--- src/rtl/fc_pkg.sv ---
// Fast-control shared definitions: command word layout, run-state encoding, timing constants.
package fc_pkg;

  localparam int unsigned BX_W   = 12;
  localparam int unsigned FC_W   = 4;
  localparam int unsigned RS_W   = 3;
  localparam int unsigned DROP_W = 16;
  localparam int unsigned PER_W  = 16;

  // Bit positions inside the 4-bit fast-control command word
  localparam int unsigned FC_BCR          = 0;
  localparam int unsigned FC_L1A          = 1;
  localparam int unsigned FC_LINK_RESET   = 2;
  localparam int unsigned FC_BUFFER_CLEAR = 3;

  localparam int unsigned L1A_MIN_SPACING    = 4;
  localparam int unsigned L1A_PEND_DEPTH     = 8;
  localparam logic [BX_W-1:0] RESYNC_SLOT    = 12'd20;
  localparam int unsigned RESYNC_WAIT_ORBITS = 4;
  localparam int unsigned CLEAR_HOLDOFF      = 16;

  localparam int unsigned PEND_W = $clog2(L1A_PEND_DEPTH + 1);
  localparam int unsigned SPC_W  = $clog2(L1A_MIN_SPACING + 1);
  localparam int unsigned HOLD_W = $clog2(CLEAR_HOLDOFF + 1);
  localparam int unsigned ORBC_W = $clog2(RESYNC_WAIT_ORBITS + 1);

  typedef enum logic [RS_W-1:0] {
    RS_STOPPED     = 3'd0,
    RS_RESYNC_LR   = 3'd1,
    RS_RESYNC_WAIT = 3'd2,
    RS_RESYNC_BC   = 3'd3,
    RS_RUNNING     = 3'd4
  } run_state_e;

endpackage

--- src/rtl/fc_orbit_counter.sv ---
// Orbit BX counter with registered bunch-crossing-reset flag.
module fc_orbit_counter
  import fc_pkg::*;
(
  input  logic            clk_bx,
  input  logic            reset,
  input  logic [BX_W-1:0] i_orb_length,
  output logic [BX_W-1:0] o_bx_counter,
  output logic            o_bcr
);

  localparam int unsigned BXC_W = BX_W + 1;

  logic [BX_W-1:0]  r_bx;
  logic             r_bcr;
  logic [BXC_W-1:0] w_bx_inc;
  logic             w_wrap;

  // One extra bit so an orbit length of 0 or 1 pins the counter at zero
  assign w_bx_inc = {1'b0, r_bx} + BXC_W'(1);
  assign w_wrap   = (w_bx_inc >= {1'b0, i_orb_length});

  // Advance BX position and flag the crossing that followed BX 0
  always_ff @(posedge clk_bx or posedge reset) begin
    if (reset) begin
      r_bx  <= '0;
      r_bcr <= 1'b0;
    end else begin
      r_bx  <= w_wrap ? '0 : w_bx_inc[BX_W-1:0];
      r_bcr <= (r_bx == '0);
    end
  end

  assign o_bx_counter = r_bx;
  assign o_bcr        = r_bcr;

endmodule

--- src/rtl/fc_cmd_scheduler.sv ---
// Fast-control command scheduler: merges trigger sources with resync commands,
// runs the start-of-run sequence and emits one registered command word per BX.
module fc_cmd_scheduler
  import fc_pkg::*;
(
  input  logic              clk_bx,
  input  logic              reset,
  input  logic [BX_W-1:0]   orb_length,
  input  logic              l1a_ext,
  input  logic              l1a_sw,
  input  logic              periodic_en,
  input  logic [PER_W-1:0]  periodic_period,
  input  logic              link_reset_req,
  input  logic              buffer_clear_req,
  input  logic              run_start,
  input  logic              run_stop,
  input  logic              throttle,
  output logic [BX_W-1:0]   bx_counter,
  output logic [FC_W-1:0]   fc_word,
  output logic [RS_W-1:0]   run_state,
  output logic [DROP_W-1:0] l1a_dropped
);

  run_state_e        r_state;
  run_state_e        w_state_nxt;
  logic [BX_W-1:0]   w_bx;
  logic              w_bcr;

  logic              r_lr_pend;
  logic              r_bc_pend;
  logic [PEND_W-1:0] r_pend_cnt;
  logic [DROP_W-1:0] r_dropped;
  logic [SPC_W-1:0]  r_spacing;
  logic [HOLD_W-1:0] r_holdoff;
  logic [PER_W-1:0]  r_per_cnt;
  logic [ORBC_W-1:0] r_wait_orbits;
  logic              r_fc_l1a;
  logic              r_fc_lr;
  logic              r_fc_bc;

  logic              w_running;
  logic              w_slot;
  logic              w_lr_issue;
  logic              w_bc_issue;
  logic              w_l1a_issue;
  logic              w_per_active;
  logic              w_per_req;
  logic              w_l1a_src;
  logic              w_queue_full;
  logic              w_wait_done;
  logic              w_fsm_lr_req;
  logic              w_fsm_bc_req;
  logic              w_orb_clr;
  logic              w_orb_inc;

  fc_orbit_counter u_orbit (
    .clk_bx       (clk_bx),
    .reset        (reset),
    .i_orb_length (orb_length),
    .o_bx_counter (w_bx),
    .o_bcr        (w_bcr)
  );

  assign w_running    = (r_state == RS_RUNNING);
  assign w_slot       = (w_bx == RESYNC_SLOT);
  assign w_queue_full = (r_pend_cnt == PEND_W'(L1A_PEND_DEPTH));
  assign w_wait_done  = (r_wait_orbits == ORBC_W'(RESYNC_WAIT_ORBITS - 1));

  // Command arbitration: link reset beats buffer clear beats L1A in a BX
  assign w_lr_issue  = r_lr_pend & w_slot;
  assign w_bc_issue  = r_bc_pend & w_slot & ~w_lr_issue;
  assign w_l1a_issue = (r_pend_cnt != '0) & w_running & ~throttle &
                       (r_spacing == '0) & (r_holdoff == '0) &
                       ~w_lr_issue & ~w_bc_issue;

  // Periodic trigger only counts while running with a non-zero period
  assign w_per_active = periodic_en & (periodic_period != '0) & w_running;
  assign w_per_req    = w_per_active & (r_per_cnt == periodic_period - PER_W'(1));
  assign w_l1a_src    = l1a_ext | l1a_sw | w_per_req;

  // Run-state register
  always_ff @(posedge clk_bx or posedge reset) begin
    if (reset) begin
      r_state <= RS_STOPPED;
    end else begin
      r_state <= w_state_nxt;
    end
  end

  // Next-state: resync sequence, stop overrides everything including start
  always_comb begin
    w_state_nxt = r_state;
    case (r_state)
      RS_STOPPED:     if (run_start)               w_state_nxt = RS_RESYNC_LR;
      RS_RESYNC_LR:   if (w_lr_issue)              w_state_nxt = RS_RESYNC_WAIT;
      RS_RESYNC_WAIT: if (w_bcr && w_wait_done)    w_state_nxt = RS_RESYNC_BC;
      RS_RESYNC_BC:   if (w_bc_issue)              w_state_nxt = RS_RUNNING;
      RS_RUNNING:                                  w_state_nxt = RS_RUNNING;
      default:                                     w_state_nxt = RS_STOPPED;
    endcase
    if (run_stop) begin
      w_state_nxt = RS_STOPPED;
    end
  end

  // FSM outputs: resync command requests and orbit-count control
  always_comb begin
    w_fsm_lr_req = 1'b0;
    w_fsm_bc_req = 1'b0;
    w_orb_clr    = 1'b0;
    w_orb_inc    = 1'b0;
    if (!run_stop) begin
      case (r_state)
        RS_STOPPED:     w_fsm_lr_req = run_start;
        RS_RESYNC_LR:   w_orb_clr    = w_lr_issue;
        RS_RESYNC_WAIT: begin
          if (w_bcr) begin
            if (w_wait_done) w_fsm_bc_req = 1'b1;
            else             w_orb_inc    = 1'b1;
          end
        end
        default: ;
      endcase
    end
  end

  // Orbits seen since the resync link reset went out
  always_ff @(posedge clk_bx or posedge reset) begin
    if (reset) begin
      r_wait_orbits <= '0;
    end else if (w_orb_clr) begin
      r_wait_orbits <= '0;
    end else if (w_orb_inc) begin
      r_wait_orbits <= r_wait_orbits + ORBC_W'(1);
    end
  end

  // Sticky resync flags; repeats while pending merge, a stop does not cancel them
  always_ff @(posedge clk_bx or posedge reset) begin
    if (reset) begin
      r_lr_pend <= 1'b0;
      r_bc_pend <= 1'b0;
    end else begin
      r_lr_pend <= (r_lr_pend & ~w_lr_issue) | link_reset_req   | w_fsm_lr_req;
      r_bc_pend <= (r_bc_pend & ~w_bc_issue) | buffer_clear_req | w_fsm_bc_req;
    end
  end

  // Pending L1A queue and saturating drop counter
  always_ff @(posedge clk_bx or posedge reset) begin
    if (reset) begin
      r_pend_cnt <= '0;
      r_dropped  <= '0;
    end else if (r_state == RS_STOPPED) begin
      r_pend_cnt <= '0;
    end else if (w_l1a_src && !w_l1a_issue) begin
      if (w_queue_full) begin
        if (r_dropped != '1) r_dropped <= r_dropped + DROP_W'(1);
      end else begin
        r_pend_cnt <= r_pend_cnt + PEND_W'(1);
      end
    end else if (!w_l1a_src && w_l1a_issue) begin
      r_pend_cnt <= r_pend_cnt - PEND_W'(1);
    end
  end

  // Trigger-rule timers: minimum L1A spacing and post-clear holdoff
  always_ff @(posedge clk_bx or posedge reset) begin
    if (reset) begin
      r_spacing <= '0;
      r_holdoff <= '0;
    end else begin
      if (w_l1a_issue)           r_spacing <= SPC_W'(L1A_MIN_SPACING - 1);
      else if (r_spacing != '0)  r_spacing <= r_spacing - SPC_W'(1);
      if (w_bc_issue)            r_holdoff <= HOLD_W'(CLEAR_HOLDOFF);
      else if (r_holdoff != '0)  r_holdoff <= r_holdoff - HOLD_W'(1);
    end
  end

  // Periodic trigger counter, parked at zero whenever inactive
  always_ff @(posedge clk_bx or posedge reset) begin
    if (reset) begin
      r_per_cnt <= '0;
    end else if (!w_per_active || w_per_req) begin
      r_per_cnt <= '0;
    end else begin
      r_per_cnt <= r_per_cnt + PER_W'(1);
    end
  end

  // Registered command bits
  always_ff @(posedge clk_bx or posedge reset) begin
    if (reset) begin
      r_fc_l1a <= 1'b0;
      r_fc_lr  <= 1'b0;
      r_fc_bc  <= 1'b0;
    end else begin
      r_fc_l1a <= w_l1a_issue;
      r_fc_lr  <= w_lr_issue;
      r_fc_bc  <= w_bc_issue;
    end
  end

  assign fc_word[FC_BCR]          = w_bcr;
  assign fc_word[FC_L1A]          = r_fc_l1a;
  assign fc_word[FC_LINK_RESET]   = r_fc_lr;
  assign fc_word[FC_BUFFER_CLEAR] = r_fc_bc;
  assign bx_counter               = w_bx;
  assign run_state                = r_state;
  assign l1a_dropped              = r_dropped;

endmodule

--- config.mk ---
export PLATFORM = sky130hd
export DESIGN_NAME = fc_cmd_scheduler
export DESIGN_NICKNAME = d
export VERILOG_FILES = /design/src/rtl/fc_pkg.sv /design/src/rtl/fc_orbit_counter.sv /design/src/rtl/fc_cmd_scheduler.sv
export SDC_FILE = /design/constraint.sdc
export NUM_CORES = 1
export LEC_CHECK = 0
export BUFFER_PORTS_ARGS = -buffer_cell sky130_fd_sc_hd__buf_4
export CORE_MARGIN = 10
export CORE_UTILIZATION = 49
export DETAILED_ROUTE_END_ITERATION = 10
export GPL_ROUTABILITY_DRIVEN = 0
export PLACE_DENSITY = 0.74
export SYNTH_ARGS = -nofsm -noshare
export SYNTH_HDL_FRONTEND = slang
export SYNTH_SLANG_ARGS = --single-unit
export TNS_END_PERCENT = 20
--- constraint.sdc ---
create_clock -name clk_bx -period 3.42 [get_ports clk_bx]
set_input_delay 0.171 -clock clk_bx [delete_from_list [all_inputs] [get_ports clk_bx]]
set_output_delay 0.171 -clock clk_bx [all_outputs]
set_load 0.02 [all_outputs]
Word-level counts from Yosys, hierarchy flattened
Index checks and enable logic that the tools add are counted.
- word-level logic and storage cells: 114
- flip-flop bits (word level): 68
- $add $sub $neg: 9
- eq/ne operators: 14
- mux-type cells: 30
- order comparisons: 1
- reduce and logical (&&, ||, !) cells: 22
- bitwise logic cells: 24
- operator list (cell ; count):
    $add A16 B1 Y16 const B ; 2
    $mux W3 ; 9
    $eq A16 B16 Y1 ; 1
    $mux W16 ; 1
    $mux W4 ; 4
    $ne A16 B16 Y1 const B ; 1
    $reduce_bool A16 Y1 ; 1
    $sub A16 B1 Y16 const B ; 1
    $ne A3 B3 Y1 const B ; 5
    $pmux W3 S5 ; 1
    $and A1 B1 Y1 ; 14
    $add A12 B1 Y13 const B ; 1
    $ge A13 B12 Y1 ; 1
    $eq A12 B5 Y1 const B ; 1
    $logic_not A12 Y1 ; 1
    $mux W1 ; 12
    $mux W12 ; 1
    $mux W5 ; 2
    $eq A3 B2 Y1 const B ; 3
    $reduce_and A4 Y1 ; 2
    $logic_not A3 Y1 ; 2
    $or A1 B1 Y1 ; 6
    $reduce_bool A2 Y1 ; 3
    $reduce_bool A3 Y1 ; 2
    16 further kinds ; 23

Logic depth before layout (Yosys ltp)
Gate-level depths: netlist of run 1.
- word-level depth: 11
- gate-level depth with buffers: 17
- depth with buffers taken out: 16

Hierarchy
From an unflattened synthesis of run 1, not the netlist that was laid out.
- cell total of the unflattened synthesis: 496
- area, all modules: 4576.9 sq um
- by module, submodules not included (module ; area each (sq um) ; cells each ; instances):
    fc_cmd_scheduler ; 3559.7 ; 384 ; 1
    fc_orbit_counter ; 1017.2 ; 112 ; 1

Worst setup path before layout of run 1
Ideal clock, no wire load.
- path type: input port to flip-flop
- from: in periodic_period[2]
- to: reg r_pend_cnt[3]
- required time: 3338 ps
- slack: -28 ps
- setup time: 82 ps
- arrival time: 3366 ps
- stages on the path: 16
- path buffers: 2
- cells stage by stage: buf_6 or4_4 buf_6 or3_1 a211oi_2 o31ai_1 or4_4 and2_4 or2_1 ha_1 a21o_1 a21o_1 inv_1 nand4_1 a21boi_1 o22ai_1
- cells in the longest elaborated chain, start to end: 9
- ends and longest elaborated chain (element ; line ; RTL):
    from (decl) ; fc_cmd_scheduler.sv:12 ; input logic [PER_W-1:0] periodic_period,
    branches (longest 3 deep; another with $sub A16 B1 Y16) ; n/a ;
    $and A1 B1 Y1 * ; fc_cmd_scheduler.sv:78 ; assign w_per_req = w_per_active & (r_per_cnt == periodic_period - PER_W'(1));
    $or A1 B1 Y1 * ; fc_cmd_scheduler.sv:79 ; assign w_l1a_src = l1a_ext | l1a_sw | w_per_req;
    $logic_not A1 Y1 ; fc_cmd_scheduler.sv:162 ; end else if (!w_l1a_src && w_l1a_issue) begin
    $logic_and A1 B1 Y1 ; fc_cmd_scheduler.sv:162 ;
    $reduce_bool A3 Y1 (no source line) ; n/a ;
    $reduce_and A2 Y1 (no source line) ; n/a ;
    to (signal assigned) ; fc_cmd_scheduler.sv:160 ; r_pend_cnt <= r_pend_cnt + PEND_W'(1);
    to (signal assigned) ; fc_cmd_scheduler.sv:163 ; r_pend_cnt <= r_pend_cnt - PEND_W'(1);
    to (decl) ; fc_cmd_scheduler.sv:31 ; logic [PEND_W-1:0] r_pend_cnt;
Mark *: on every way between the ends.
A chain may end at the register's enable or synchronous reset.

Final worst setup path of run 1
- from: reg r_per_cnt[12]
- to: reg r_pend_cnt[3]
- cells in the longest elaborated chain, start to end: 7
- ends and longest elaborated chain (element ; line ; RTL):
    from (decl) ; fc_cmd_scheduler.sv:35 ; logic [PER_W-1:0] r_per_cnt;
    from (signal assigned) ; fc_cmd_scheduler.sv:187 ; r_per_cnt <= r_per_cnt + PER_W'(1);
    $eq A16 B16 Y1 * ; fc_cmd_scheduler.sv:78 ;
    $and A1 B1 Y1 * ; fc_cmd_scheduler.sv:78 ;
    $or A1 B1 Y1 * ; fc_cmd_scheduler.sv:79 ;
    $logic_not A1 Y1 ; fc_cmd_scheduler.sv:162 ;
    $logic_and A1 B1 Y1 ; fc_cmd_scheduler.sv:162 ;
    $reduce_bool A3 Y1 (no source line) ; n/a ;
    $reduce_and A2 Y1 (no source line) ; n/a ;
Mark *: on every way between the ends. The rest lies on a longest branch, timed or not.

==> out/metrics.csv, run 1 <==
stage,metric,value,unit
outcome,status,finished clean,
pwr,Combinational Power Share,0.363,
route,Antenna Nets Post-Route,0,
route,drt initial violations,173,
pwr,switching power,921,µW
floorplanning,io pins,73,
finish,fill count,718,
route,wire per inst,14.5,µm
finish,final instance area,0.00561,mm²
sta,Max Slew Vio Count,0,
pwr,Peak supply drop,0.338,mV
min_path,hold depth,3,
sta,fmax,301,MHz
finish,area delta synth->final,26.6,%
cts,Skew-Pair Late Insertion Delay,0.33,ns
sta,setup TNS,0,ns
logic_synthesis,number of synthesized flops with an enable pin,0,
finish,"commonest non-fill, non-tap cell in the layout",buf_4,
finish,nets@finish,649,
pwr,Reg power frac,0.403,
sta,minimum clock period,3.32,ns
global_routing,GR Overflow Total,0,
logic_synthesis,"Async S/R FF share, synth",1.00,
route,drt first pass iters,4,
logic_synthesis,post-synthesis cell area,0.00443,mm²
route,total wire length,10100,µm
placement,placed inst area,0.00530,mm²
floorplanning,FP Rows,34,
placement,count of input and output buffers,72,
sta,ratio of final minimum period to clock period,0.972,
pwr,total power divided by cell area,474,mW/mm²
logic_synthesis,syn nets,539,
logic_synthesis,syn_area_per_cell,9.32,µm²
floorplanning,die area,0.0132,mm²
worst_setup_path,Crit Path Class,reg2reg,
sta,RSZ-0062 raised after global routing,yes,
logic_synthesis,Yosys warnings,0,
logic_synthesis,Gate Count Post-Synth,475,
min_path,Hold Crit Class,in2reg,
worst_setup_path,crit start category,flip-flop,
sta,final hold violations,0,
finish,Util after Layout,0.640,
route,DR vias,3718,
logic_synthesis,Synth cell types,60,
sta,final setup fails,0,
logic_synthesis,share of Yosys cell area claimed by the top area cell type,0.384,
logic_synthesis,cell taking the most area after synthesis,dfrtp_1,
finish,layout cells sized above 1,0.289,
route,Met1 Wirelength,4550,µm
logic_synthesis,dominant synthesized flop cell,dfrtp_1,
floorplanning,Die Height,115,µm
global_routing,GRT Util Overall,0.155,
cts,clock buffer depth,2,
job,maximum capacitance violations,0,
pwr,clock share of power,0.234,
logic_synthesis,"top cells by area, synth","dfrtp_1 (38%), ha_1 (7.1%), xor2_1 (6.9%)",
logic_synthesis,sequential area share after synthesis,0.384,
pwr,Tot Pwr,2.66,mW
cts,CTS tree,built,
cts,Inserted Clock Buffers,9,
route,met3 routed WL,559,µm
route,DRC,0,
pwr,Net Sw Frac,0.347,
global_routing,initial antenna violation count,0,
finish,most frequent cells in the layout,"buf_4 (115), dfrtp_1 (67), nor2_1 (49)",
sta,skew final,0.0109,ns
route,Vias per Instance,5.33,
cts,Worst-path clk slew,0.07,ns
global_routing,vias in the first global route,3720,
cts,Max H-tree Level,3,
cts,clock sink count,68,
route,max layer used,met4,
pwr,Leak,2.73,nW
global_routing,largest net degree at the start of global routing,36,
cts,clock root buffer,clkbuf_8,
worst_setup_path,CP Max Fanout,3,
logic_synthesis,Synth Register Bits,68,
global_routing,first-pass GRT wire length,17200,µm
worst_setup_path,Reg2Reg Depth,14,
worst_setup_path,CP endpoint kind,flip-flop,
floorplanning,Starting Density,0.505,
pwr,Pint,1.74,mW
placement,DP HPWL,7990,µm
worst_setup_path,Worst Path Required,3.68,ns
sta,Slew headroom,0.316,
floorplanning,Die X,115,µm
finish,diode count,0,
route,met2 routed WL,4880,µm
sta,worst-margin pin slew,1.02,ns
worst_setup_path,"Arr. time, crit path",3.58,ns
floorplanning,core footprint,0.00876,mm²
-- per-layer routing --
metal  vias up  track usage
li1       1856            -
met2        87        0.252
met5         -            0
met4         0       0.0627
met1      1764        0.192
met3        11       0.0391
-- worst max-delay path, cell delays in order (launching register included) --
cell       delay [ns]
dfrtp_2          0.44
xnor2_2          0.15
xnor2_1          0.14
o41ai_1          0.31
o2111ai_1        0.19
or4_4            0.58
and2_4           0.18
or2_4            0.26
ha_4             0.23
a21o_1           0.15
a21o_1           0.18
inv_1            0.06
nand4_1          0.09
a21boi_2         0.19
o22ai_2          0.11
-- power groups by stage --
stage                     Combinational (mW)  Sequential, mW  Clock (mW)
after floorplan                        0.574            1.13           0
after global placement                 0.921            1.07           0
after detailed placement               0.960            1.08           0
after CTS                              0.966            1.07       0.642
after global routing                    1.09            1.09       0.675
final                                  0.964            1.07       0.622
-- layout make-up --
class                           instances  area (µm²)  area share
Clock buffer                           11         131      0.0234
Clock inverter                          4        51.3     0.00915
Inverter                               35         131      0.0234
Multi-Input combinational cell        354        2570       0.458
Sequential cell                        68        1700       0.304
Tap cell                              108         135      0.0241
Timing Repair Buffer                  117         885       0.158
-- stage by stage --
step	setup slack [ns]	hold slack [ns]	instances
2_1_floorplan	-0.0280	0.234	475
3_3_place_gp	-0.132	0.331	678
3_5_place_dp	-0.247	0.331	678
4_1_cts	0.0455	0.0209	694
5_1_grt	-0.0549	0.0291	697
6_report	0.0954	0.0363	697
-- timing repair --
action | CTS | global route
hold endpoints to repair | 33 | 0
setup buffers | 0 | 3
resized for setup | 0 | 16
hold buffers | 1 | 0
endpoints found under the setup margin | 0 | 2
-- flip-flops by register name, summed over array words and instances, names as in the netlist --
| name | count |
|---|---|
| r_bc_pend | 1 |
| r_per_cnt | 16 |
| l1a_dropped | 16 |
| r_fc_l1a | 1 |
| run_state | 3 |
| r_spacing | 3 |
| r_fc_lr | 1 |
| r_holdoff | 5 |
| r_pend_cnt | 4 |
| r_wait_orbits | 3 |
| u_orbit.o_bcr | 1 |
| u_orbit.o_bx_counter | 12 |
| r_fc_bc | 1 |
| r_lr_pend | 1 |
-- logic make-up after synthesis --
family,after synthesis,share of synthesized area
flip-flops,68,0.384
XOR/XNOR,64,0.127
buffers and inverters,53,0.0551
adder cells (fa/ha/maj),26,0.0752
AO/OA/AOI/OAI,56,0.0870
multiplexers,6,0.0144
AND/OR/NAND/NOR,202,0.257
-- worst paths after layout --
kind                                          start                         to  slack (ns)
max                         r_per_cnt[12]$_DFF_PP0_  r_pend_cnt[3]$_DFFE_PP0P_         0.1
min                                  link_reset_req        r_lr_pend$_DFF_PP0_        0.04
max reg2reg                 r_per_cnt[12]$_DFF_PP0_  r_pend_cnt[3]$_DFFE_PP0P_         0.1
min reg2reg                r_holdoff[4]$_DFFE_PP0P_   r_holdoff[4]$_DFFE_PP0P_        0.49
max in group asynchronous                     reset    r_per_cnt[12]$_DFF_PP0_        1.98
min in group asynchronous                     reset          r_fc_lr$_DFF_PP0_        0.51
-- cells in the mapped netlist, types with 7 or more instances --
cell      instances
clkbuf_1         10
and3_1           11
nand3_1          21
xor2_1           35
nor3_1           11
o21ai_0           9
xnor2_1          29
nor3_2            7
nand4_1           7
nor2b_1          13
ha_1             25
a21o_1            8
nor4_1            8
dfrtp_1          68
nor2_1           49
nand2_1          31
inv_1            35
a21oi_1           9
(Power assumes the default switching activity.)
==> run 2, diff against run 1 <==
--- a/config.mk
+++ b/config.mk
@@ -10,7 +10,8 @@
 export CORE_UTILIZATION = 49
 export DETAILED_ROUTE_END_ITERATION = 10
 export GPL_ROUTABILITY_DRIVEN = 0
-export PLACE_DENSITY = 0.74
+export PLACE_DENSITY = 0.72
+export SETUP_SLACK_MARGIN = 0.1
 export SYNTH_ARGS = -nofsm -noshare
 export SYNTH_HDL_FRONTEND = slang
 export SYNTH_SLANG_ARGS = --single-unit
==> run 2 against run 1 <==
Combinational power increased by 1%. Largest power group unchanged. Highest routed layer unchanged. Non-clock buffer count fell by 2. Critical endpoint unchanged. Clock-buffer cell count unchanged.
==> out/metrics.csv, run 2 (synthesized netlist as in run 1, its figures left out) <==
stage,metric,value,unit,change
placement,placed insts,676,,was 678
floorplanning,Starting Density,0.505,,unchanged
finish,most frequent cells in the layout,"buf_4 (113), dfrtp_1 (67), nor2_1 (49)",,"was buf_4 (115), dfrtp_1 (67), nor2_1 (49)"
finish,Non-Filler Instances,696,,was 697
global_routing,vias in the first global route,3822,,"was 3,720"
sta,Slew headroom,0.448,,was 0.316
worst_setup_path,"Arr. time, crit path",3.64,ns,was 3.58 ns
cts,CTS tree,built,,unchanged
global_routing,GR Overflow Total,0,,unchanged
sta,final hold violations,0,,unchanged
cts,clock buffer depth,2,,unchanged
worst_setup_path,Crit Path Class,reg2reg,,unchanged
sta,WHS,0.0358,ns,was 0.0363 ns
cts,Skew-Pair Late Insertion Delay,0.34,ns,was 0.33 ns
route,DRC,0,,unchanged
worst_setup_path,Worst Path Required,3.68,ns,about the same
min_path,hold depth,2,,was 3
route,wire per inst,14.9,µm,was 14.5 µm
placement,count of input and output buffers,72,,unchanged
worst_setup_path,CP endpoint kind,flip-flop,,unchanged
route,total wire length,10400,µm,"was 10,100 µm"
floorplanning,FP Rows,34,,unchanged
global_routing,first-pass GRT wire length,17500,µm,"was 17,200 µm"
sta,ratio of final minimum period to clock period,0.990,,was 0.972
route,DR vias,3736,,"was 3,718"
min_path,hold path start,run_stop,,was link_reset_req
sta,skew final,0.0104,ns,was 0.0109 ns
sta,minimum clock period,3.39,ns,was 3.32 ns
global_routing,GRT Util Overall,0.157,,was 0.155
floorplanning,core footprint,0.00876,mm²,unchanged
route,Vias per Instance,5.37,,was 5.33
route,drt first pass iters,4,,unchanged
cts,Max H-tree Level,3,,unchanged
route,drt initial violations,190,,was 173
global_routing,initial antenna violation count,0,,unchanged
cts,Worst-path clk slew,0.07,ns,about the same
outcome,status,finished clean,,unchanged
pwr,Leak,2.74,nW,was 2.73 nW
worst_setup_path,worst r2r src,r_per_cnt[12]$_DFF_PP0_,,unchanged
finish,area delta synth->final,26.7,%,was 26.6%
worst_setup_path,Reg2Reg Depth,14,,unchanged
finish,diode count,0,,unchanged
worst_setup_path,crit start category,flip-flop,,unchanged
sta,worst-margin pin slew,0.820,ns,was 1.02 ns
cts,Inserted Clock Buffers,9,,unchanged
global_routing,largest net degree at the start of global routing,43,,was 36
floorplanning,io pins,73,,unchanged
sta,Max Slew Vio Count,0,,unchanged
sta,fmax,295,MHz,was 301 MHz
floorplanning,Die Height,115,µm,unchanged
pwr,total power divided by cell area,469,mW/mm²,was 474 mW/mm²
worst_setup_path,worst reg-to-reg setup slack,0.03,ns,was 0.1 ns
floorplanning,die area,0.0132,mm²,unchanged
worst_setup_path,CP Max Fanout,4,,was 3
sta,RSZ-0062 raised after global routing,yes,,unchanged
finish,"commonest non-fill, non-tap cell in the layout",buf_4,,unchanged
pwr,Peak supply drop,0.323,mV,was 0.338 mV
sta,final setup fails,0,,unchanged
finish,nets@finish,647,,was 649
job,maximum capacitance violations,0,,unchanged
worst_setup_path,FF-to-FF End,r_pend_cnt[3]$_DFFE_PP0P_,,unchanged
min_path,Hold EP,run_state[1]$_DFFE_PP0P_,,was r_lr_pend$_DFF_PP0_
sta,Setup WS post-layout,0.0329,ns,was 0.0954 ns
pwr,Tot Pwr,2.63,mW,was 2.66 mW
min_path,Hold Crit Class,in2reg,,unchanged
floorplanning,Die X,115,µm,unchanged
route,Antenna Nets Post-Route,0,,unchanged
cts,clock sink count,68,,unchanged
placement,pre-CTS setup slack,-0.271,ns,was -0.247 ns
finish,layout cells sized above 1,0.298,,was 0.289
cts,clock root buffer,clkbuf_8,,unchanged
placement,DP HPWL,7820,µm,was 7990 µm
run 2: worst max-delay path, stage by stage (launching register included):
cell and delay, ns:
dfrtp_2 0.44, xnor2_2 0.21, xnor2_1 0.11, o41ai_2 0.34, o2111ai_2 0.19, or4_4 0.57, and2_4 0.18, or2_4 0.25
ha_4 0.22, a21o_1 0.16, a21o_1 0.18, inv_1 0.06, nand4_1 0.10, a21boi_2 0.20, o22ai_2 0.12
run 2: routing by layer:
metal	GRT usage	routed length, µm
met1	0.191	4430
met2	0.260	5150
met3	0.0479	642
met4	0.0512	157
met5	0	0
run 2: how the worst max path moves through the flow:
stage	from	endpoint	slack [ns]	cells after the start
4_1_cts	r_per_cnt[10]$_DFF_PP0_	r_pend_cnt[3]$_DFFE_PP0P_	0.10	14
2_1_floorplan	periodic_period[2]	r_pend_cnt[3]$_DFFE_PP0P_	-0.03	16
3_3_place_gp	periodic_period[4]	r_pend_cnt[3]$_DFFE_PP0P_	-0.13	15
6_report	r_per_cnt[12]$_DFF_PP0_	r_pend_cnt[3]$_DFFE_PP0P_	0.03	14
3_5_place_dp	periodic_period[0]	r_pend_cnt[3]$_DFFE_PP0P_	-0.27	17
5_1_grt	r_per_cnt[12]$_DFF_PP0_	r_pend_cnt[3]$_DFFE_PP0P_	-0.15	14
run 2: where the power goes:
part           leakage (nW)  internal, mW  switching (mW)
Combinational          1.76         0.472           0.507
Sequential            0.897         0.936           0.143
Clock                0.0889         0.278           0.294
run 2: repair_timing:
item,CTS,global route
hold buffers,1,0
hold endpoints to repair,26,0
pin swaps,1,11
setup endpoints to repair,1,3
gates resized for setup,7,14
buffers inserted,0,3
run 2: area by class of cell:
cell class                      instances  area (µm²)
Fill cell                             758        3150
Multi-Input combinational cell        354        2600
Sequential cell                        68        1700
Timing Repair Buffer                  115         870
Clock buffer                           11         141
Tap cell                              108         135
Inverter                               35         131
Clock inverter                          5        27.5
run 2: stage by stage:
| step | setup TNS, ns | area (µm²) | util |
|---|---|---|---|
| 5_1_grt | -0.155 | 5610 | 0.640 |
| 2_1_floorplan | -0.0280 | 4430 | - |
| 3_3_place_gp | -0.138 | 5280 | 0.603 |
| 6_report | 0 | 5610 | 0.640 |
| 3_5_place_dp | -0.488 | 5280 | 0.603 |
| 4_1_cts | 0 | 5500 | 0.628 |
